`config.mk`:
```
export PLATFORM = sky130hd
export DESIGN_NAME = imm_extend_pipe_flat
export DESIGN_NICKNAME = d
export VERILOG_FILES = /design/src/rtl/imm_ext_pkg.sv /design/src/rtl/imm_extend_pipe_if.sv /design/src/rtl/imm_ext_core.sv /design/src/rtl/imm_extend_pipe.sv /design/src/flat_wrapper.sv
export SDC_FILE = /design/constraint.sdc
export NUM_CORES = 1
export LEC_CHECK = 0
export CELL_PAD_IN_SITES_DETAIL_PLACEMENT = 1
export CELL_PAD_IN_SITES_GLOBAL_PLACEMENT = 1
export CORE_ASPECT_RATIO = 1.5
export CORE_MARGIN = 5
export CORE_UTILIZATION = 42
export CTS_CLUSTER_DIAMETER = 80
export DETAILED_ROUTE_END_ITERATION = 12
export HOLD_SLACK_MARGIN = 0.12
export PLACE_DENSITY = 0.83
export SETUP_SLACK_MARGIN = 0.2
export SLEW_MARGIN = 10
export SYNTH_ARGS = -nofsm -noshare
export SYNTH_HDL_FRONTEND = slang
export SYNTH_HIERARCHICAL = 1
export SYNTH_SLANG_ARGS = --single-unit
```
`constraint.sdc`:
```
create_clock -name clk -period 3.65 [get_ports clk]
set_input_delay 0.73 -clock clk [delete_from_list [all_inputs] [get_ports clk]]
set_output_delay 0.73 -clock clk [all_outputs]
set_load 0.05 [all_outputs]
```
`src/rtl/imm_ext_pkg.sv`:
```
// Shared constants for the immediate-extension unit: extension mode encodings
// and the width of the mode field.
package imm_ext_pkg;

  localparam int MODE_W = 2;

  typedef logic [MODE_W-1:0] ext_mode_t;

  localparam ext_mode_t EXT_SEXT = 2'b00;
  localparam ext_mode_t EXT_ZEXT = 2'b01;
  localparam ext_mode_t EXT_LUI  = 2'b10;
  localparam ext_mode_t EXT_BR   = 2'b11;

endpackage

```
`src/rtl/imm_extend_pipe_if.sv`:
```
// Decode-side and ALU-side valid/ready bundle of the immediate-extension FIFO.
// The slave modport is the extension unit, the master modport its environment.
interface imm_extend_pipe_if
  import imm_ext_pkg::*;
#(
  parameter int IN_W  = 16,
  parameter int OUT_W = 32,
  parameter int TAG_W = 5
);
  logic              in_valid;
  logic              in_ready;
  ext_mode_t         in_mode;
  logic [IN_W-1:0]   in_imm;
  logic [TAG_W-1:0]  in_tag;
  logic              out_valid;
  logic              out_ready;
  logic [OUT_W-1:0]  out_data;
  logic [TAG_W-1:0]  out_tag;
  logic              out_neg;

  modport slave (
    input  in_valid, in_mode, in_imm, in_tag, out_ready,
    output in_ready, out_valid, out_data, out_tag, out_neg
  );

  modport master (
    output in_valid, in_mode, in_imm, in_tag, out_ready,
    input  in_ready, out_valid, out_data, out_tag, out_neg
  );
endinterface

```
`src/rtl/imm_ext_core.sv`:
```
// Combinational extension of a raw immediate into an operand-width word
// according to the selected mode.
module imm_ext_core
  import imm_ext_pkg::*;
#(
  parameter int IN_W  = 16,
  parameter int OUT_W = 32
) (
  input  ext_mode_t        mode_i,
  input  logic [IN_W-1:0]  imm_i,
  output logic [OUT_W-1:0] ext_o
);

  logic [OUT_W-1:0] sext_w;

  assign sext_w = {{(OUT_W-IN_W){imm_i[IN_W-1]}}, imm_i};

  always_comb begin
    ext_o = '0;
    case (mode_i)
      EXT_SEXT: ext_o = sext_w;
      EXT_ZEXT: ext_o = {{(OUT_W-IN_W){1'b0}}, imm_i};
      EXT_LUI:  ext_o = {imm_i, {(OUT_W-IN_W){1'b0}}};
      // The top two sign copies fall off; OUT_W >= IN_W+2 keeps them redundant.
      EXT_BR:   ext_o = {sext_w[OUT_W-3:0], 2'b00};
      default:  ext_o = '0;
    endcase
  end

endmodule

```
`src/rtl/imm_extend_pipe.sv`:
```
// Buffered immediate-extension stage: extends on entry, then queues the
// result with its tag in a small register FIFO ahead of the ALU operand mux.
module imm_extend_pipe
  import imm_ext_pkg::*;
#(
  parameter int IN_W  = 16,
  parameter int OUT_W = 32,
  parameter int DEPTH = 2,
  parameter int TAG_W = 5
) (
  input  logic                   clk,
  input  logic                   rst_n,
  input  logic                   flush,
  imm_extend_pipe_if.slave       bus,
  output logic [$clog2(DEPTH):0] count
);

  localparam int CNT_W = $clog2(DEPTH) + 1;
  localparam int PTR_W = (DEPTH > 1) ? $clog2(DEPTH) : 1;
  localparam logic [CNT_W-1:0] DEPTH_C  = CNT_W'(DEPTH);
  localparam logic [PTR_W-1:0] PTR_LAST = PTR_W'(DEPTH - 1);
  localparam logic [PTR_W-1:0] PTR_ONE  = PTR_W'(1);
  localparam logic [CNT_W-1:0] CNT_ONE  = CNT_W'(1);

  if (OUT_W < IN_W + 2) begin : g_bad_width
    $error("imm_extend_pipe: OUT_W must be at least IN_W+2");
  end
  if ((DEPTH < 1) || ((DEPTH & (DEPTH - 1)) != 0)) begin : g_bad_depth
    $error("imm_extend_pipe: DEPTH must be a power of 2");
  end

  typedef struct packed {
    logic [OUT_W-1:0] data;
    logic [TAG_W-1:0] tag;
    logic             neg;
  } entry_t;

  entry_t           mem_q [DEPTH];
  entry_t           wr_entry;
  logic [OUT_W-1:0] ext_w;
  logic [PTR_W-1:0] wr_q, wr_d, rd_q, rd_d;
  logic [CNT_W-1:0] count_q, count_d;
  logic             push, pop;

  imm_ext_core #(
    .IN_W  (IN_W),
    .OUT_W (OUT_W)
  ) u_core (
    .mode_i (bus.in_mode),
    .imm_i  (bus.in_imm),
    .ext_o  (ext_w)
  );

  // in_ready depends only on registered occupancy and flush, never on out_ready.
  assign bus.in_ready  = (count_q < DEPTH_C) & ~flush;
  assign bus.out_valid = (count_q != '0);
  assign push = bus.in_valid & bus.in_ready;
  assign pop  = bus.out_valid & bus.out_ready & ~flush;

  assign wr_entry = '{data: ext_w, tag: bus.in_tag, neg: bus.in_imm[IN_W-1]};

  always_comb begin
    wr_d    = wr_q;
    rd_d    = rd_q;
    count_d = count_q;
    if (flush) begin
      wr_d    = '0;
      rd_d    = '0;
      count_d = '0;
    end else begin
      if (push) wr_d = (wr_q == PTR_LAST) ? '0 : wr_q + PTR_ONE;
      if (pop)  rd_d = (rd_q == PTR_LAST) ? '0 : rd_q + PTR_ONE;
      case ({push, pop})
        2'b10:   count_d = count_q + CNT_ONE;
        2'b01:   count_d = count_q - CNT_ONE;
        default: count_d = count_q;
      endcase
    end
  end

  always_ff @(posedge clk or negedge rst_n) begin
    if (!rst_n) begin
      wr_q    <= '0;
      rd_q    <= '0;
      count_q <= '0;
    end else begin
      wr_q    <= wr_d;
      rd_q    <= rd_d;
      count_q <= count_d;
    end
  end

  // Payload needs no reset: the head is masked to zero whenever the FIFO is empty.
  always_ff @(posedge clk) begin
    if (push) mem_q[wr_q] <= wr_entry;
  end

  assign bus.out_data = bus.out_valid ? mem_q[rd_q].data : '0;
  assign bus.out_tag  = bus.out_valid ? mem_q[rd_q].tag  : '0;
  assign bus.out_neg  = bus.out_valid ? mem_q[rd_q].neg  : 1'b0;
  assign count        = count_q;

endmodule

```
`src/flat_wrapper.sv`:
```
// flat-port wrapper written by rule: the top's interface ports become plain ports
module imm_extend_pipe_flat import imm_ext_pkg::*;
#(
  parameter int IN_W  = 16,
  parameter int OUT_W = 32,
  parameter int DEPTH = 2,
  parameter int TAG_W = 5
)
  (clk, rst_n, flush, count, bus_in_valid, bus_in_mode, bus_in_imm, bus_in_tag, bus_out_ready, bus_in_ready, bus_out_valid, bus_out_data, bus_out_tag, bus_out_neg);
  imm_extend_pipe_if #(.IN_W(IN_W), .OUT_W(OUT_W), .TAG_W(TAG_W)) bus_i ();
  input  logic clk;
  input  logic rst_n;
  input  logic flush;
  output logic [$clog2(DEPTH):0] count;
  input wire logic [$bits(bus_i.in_valid)-1:0] bus_in_valid;
  input wire logic [$bits(bus_i.in_mode)-1:0] bus_in_mode;
  input wire logic [$bits(bus_i.in_imm)-1:0] bus_in_imm;
  input wire logic [$bits(bus_i.in_tag)-1:0] bus_in_tag;
  input wire logic [$bits(bus_i.out_ready)-1:0] bus_out_ready;
  output wire logic [$bits(bus_i.in_ready)-1:0] bus_in_ready;
  output wire logic [$bits(bus_i.out_valid)-1:0] bus_out_valid;
  output wire logic [$bits(bus_i.out_data)-1:0] bus_out_data;
  output wire logic [$bits(bus_i.out_tag)-1:0] bus_out_tag;
  output wire logic [$bits(bus_i.out_neg)-1:0] bus_out_neg;
  assign bus_i.in_valid = bus_in_valid;
  assign bus_i.in_mode = bus_in_mode;
  assign bus_i.in_imm = bus_in_imm;
  assign bus_i.in_tag = bus_in_tag;
  assign bus_i.out_ready = bus_out_ready;
  assign bus_in_ready = bus_i.in_ready;
  assign bus_out_valid = bus_i.out_valid;
  assign bus_out_data = bus_i.out_data;
  assign bus_out_tag = bus_i.out_tag;
  assign bus_out_neg = bus_i.out_neg;
  imm_extend_pipe #(.IN_W(IN_W), .OUT_W(OUT_W), .DEPTH(DEPTH), .TAG_W(TAG_W)) u_core (.clk(clk), .rst_n(rst_n), .flush(flush), .bus(bus_i), .count(count));
endmodule
```
==> run summary <==
========================================================================================
Result of the run                                                           finished clean
Final setup TNS                                                                     0 ns
Top-level I/O count                                                                   70
Number of input and output port buffers inserted                                      69
Post-detail-place hpwl                                                           5260 µm
Mean instance size in the synthesized netlist                                   14.6 µm²
Fraction of layout instances using a drive strength above 1                        0.100
Slowest cell on the critical path                                           clkdlybuf4s50_1
Sequential fraction of the synthesis area                                          0.658
Kind of path behind the tightest hold check                                     in2async
CP Buf/Inv Count                                                                       2
Final Cycle Share                                                                  0.822
Root Buffer Master                                                             clkbuf_16
Clock net sink count                                                                  80
Worst path required time                                                         2.92 ns
Buffer count from post-CTS setup fixing                                                0
Crit-path cells                                                             clkdlybuf4s50_1 -> nor2_1 -> clkdlybuf4s50_1
Share of synthesized flip-flops with an asynchronous set or reset                 0.0500
CTS Buffer Depth                                                                       2
Floorplan die area                                                            10,600 µm²
Final-report setup violation count                                                     0
CP top delay family                                                         buffers and inverters
Cells on worst reg2reg path                                                            2
Type of the setup path with the least slack                                       in2out
Setup slack, reg-to-reg                                                          1.75 ns
Number of filler cells placed in the layout                                          830
Area of the multi-input gates                                                   1060 µm²
Post-synth top flop                                                             edfxtp_1
Worst setup EP type                                                          output port
First-pass GRT wire length                                                     12,100 µm
Number of remaining DRC errors                                                         0
RSZ-0062 raised after global routing                                               false
Row cnt                                                                               41
Final instance area                                                             4660 µm²
Number of inserted diodes                                                              0
Number of clock buffers inserted by TritonCTS                                          9
Commonest cells in the synthesized netlist                                  76 x edfxtp_1, 53 x mux2i_1, 43 x nor2_1
Later-pin clock latency in the skew report                                       0.34 ns
Number of gates given a new drive strength after cts                                   0
Worst slew slack as a fraction of its limit                                        0.375
Kind of start point of the critical path                                      input port
Finished Core Util                                                                 0.554
Final Hold Fails                                                                       0
Post-synth EDFFs                                                                      76
Yosys Warn Count                                                                       6
Crit Path Max Fanout                                                                   5
Cells after synthesis                                                                247
Fraction of synthesized cell area taken by the top area cell type                  0.631
Floorplan die width                                                              85.8 µm
Final setup slack of the worst path                                             0.648 ns
Main area contributors after synthesis                                      edfxtp_1 63%, mux2i_1 15%, nor2_1 4.5%
Setup skew after layout                                                       0.00790 ns
Final routed wirelength across all metal layers                                  7610 µm
RePlAce Congestion                                                                 0.747
Max frequency                                                                    333 MHz
Overall die height                                                                124 µm
Net count of the finished layout                                                     342
Vias in the first global route                                                     2,274
Slew at the pin with the worst max-slew slack                                   0.937 ns
Leakage power total                                                              1.61 nW
Reg area                                                                        2380 µm²
Number of search-and-repair iterations in the first detailed-routing pass              4
Max H-tree Level                                                                       3
Most repeated library cell on the critical path                             clkdlybuf4s50_1
Placement Setup Slack                                                           0.647 ns
Distinct cells, synth                                                                 32
Global-route total usage across every layer                                        0.152
Post-placement cell area                                                        4330 µm²
Per-cell via count in the routed design                                             5.12
Library cell with the largest summed area after synthesis                       edfxtp_1
Maxcap violations                                                                      0
Initial antenna violation count                                                        0
Wire length per cell after detailed routing                                      17.9 µm
Post-Syn Nets                                                                        275
Effective utilization at floorplan                                                 0.430
Antenna Nets Post-Route                                                                0
Final worst path period need                                                     3.00 ns
Placeable core area                                                             8410 µm²
Cts-stage hold buffer count                                                            0
Delay contributed by the slowest stage of the critical path                      0.83 ns
Pwr dens                                                                      541 nW/µm²
Clock transition at the registers of the reported paths                          0.06 ns
Synthesis-stage register bit count                                                    80
Instance count on the critical path                                                    3
Largest voltage drop on the vdd net                                           0.000474 V
CTS tree                                                                           built
Maximum number of pins on one net before global-route repair                          40
Leading cell type by number of instances after synthesis                        edfxtp_1
Layout area overhead                                                               28.9%
Count of pins over their slew limit                                                    0
Global-route congestion overflow total                                                 0
Arrival time at the worst endpoint                                               2.27 ns
Vias after detailed routing                                                        2,182
Post-synthesis instance area                                                    3620 µm²
DRC marker count from the first detailed-route iteration                             110
========================================================================================
registers in the layout, summed over array words and instances (netlist names):
| signal | flops |
|---|---|
| u_core/mem_q | 76 |
| u_core/count | 2 |
| u_core/wr_q | 1 |
| u_core/rd_q | 1 |
worst paths after layout:
| kind | from | to |
|---|---|---|
| min in group clk | u_core/wr_q$_DFFE_PN0P_ | u_core/wr_q$_DFFE_PN0P_ |
| max | flush | bus_in_ready |
| min | rst_n | u_core/count[1]$_DFFE_PN0P_ |
| max reg2reg | u_core/count[1]$_DFFE_PN0P_ | u_core/mem_q[1][11]$_DFFE_PP_ |
| max in group asynchronous | rst_n | u_core/rd_q$_DFFE_PN0P_ |
| min reg2reg | u_core/wr_q$_DFFE_PN0P_ | u_core/wr_q$_DFFE_PN0P_ |
where the power goes:
part           switching [mW]  internal, mW
clock                   0.337         0.665
sequential             0.0145          1.06
combinational           0.286         0.162
total                   0.638          1.89
layout by cell type (no fill, tap or decap):
cell type | synthesis | final
a21boi_0 | 1 | 1
a21o_1 | 1 | 1
a21oi_1 | 1 | 1
a22o_1 | 11 | 11
a22o_2 | 3 | 3
a31oi_1 | 1 | 1
and2_4 | 1 | 1
and2b_2 | 2 | 2
and3_2 | 0 | 1
buf_12 | 2 | 1
buf_4 | 4 | 4
bufinv_16 | 0 | 3
clkbuf_1 | 0 | 1
clkbuf_16 | 0 | 9
clkdlybuf4s50_1 | 0 | 69
clkinv_2 | 0 | 2
clkinvlp_4 | 0 | 1
dfrtp_1 | 4 | 3
dfrtp_2 | 0 | 1
edfxtp_1 | 76 | 76
inv_1 | 2 | 2
mux2i_1 | 53 | 53
nand2_1 | 3 | 3
nand2b_1 | 2 | 2
nand3_1 | 1 | 1
nand3_4 | 1 | 1
nand3b_1 | 1 | 1
nor2_1 | 43 | 41
nor2_2 | 0 | 1
nor2_4 | 0 | 1
nor2b_1 | 2 | 2
o21ai_0 | 10 | 10
o21ai_1 | 6 | 6
o21ai_2 | 1 | 1
xnor2_1 | 1 | 1
xor2_1 | 1 | 1
per-stage QoR:
step	power (mW)	instances	hold WS, ns
3_5_place_dp	1.55	410	0.635
2_1_floorplan	1.40	247	0.434
4_1_cts	2.55	426	0.601
5_1_grt	2.61	426	0.606
3_3_place_gp	1.54	410	0.617
6_report	2.52	426	0.601
layer usage:
layer  track usage  vias to the layer above  wire length [µm]
met5             0                        -                 0
li1              -                     1050                 -
met3        0.0384                       11               310
met4        0.0683                        0               147
met2         0.269                       42              4100
met1         0.171                     1079              3050
cell families after synthesis:
kind of cell	Yosys count	synth area share
flops	80	0.658
simple gates	57	0.0719
mux	53	0.147
compound gates	35	0.0667
buf+inv	20	0.0515
xor+xnor	2	0.00484
final cells by class:
class | instances | area share
Inverter | 2 | 0.00161
Multi-Input combinational cell | 147 | 0.228
Sequential cell | 80 | 0.511
Tap cell | 107 | 0.0287
Clock buffer | 10 | 0.0491
Timing Repair Buffer | 74 | 0.159
Clock inverter | 6 | 0.0231
No activity file was read; power rests on OpenSTA's default activity.
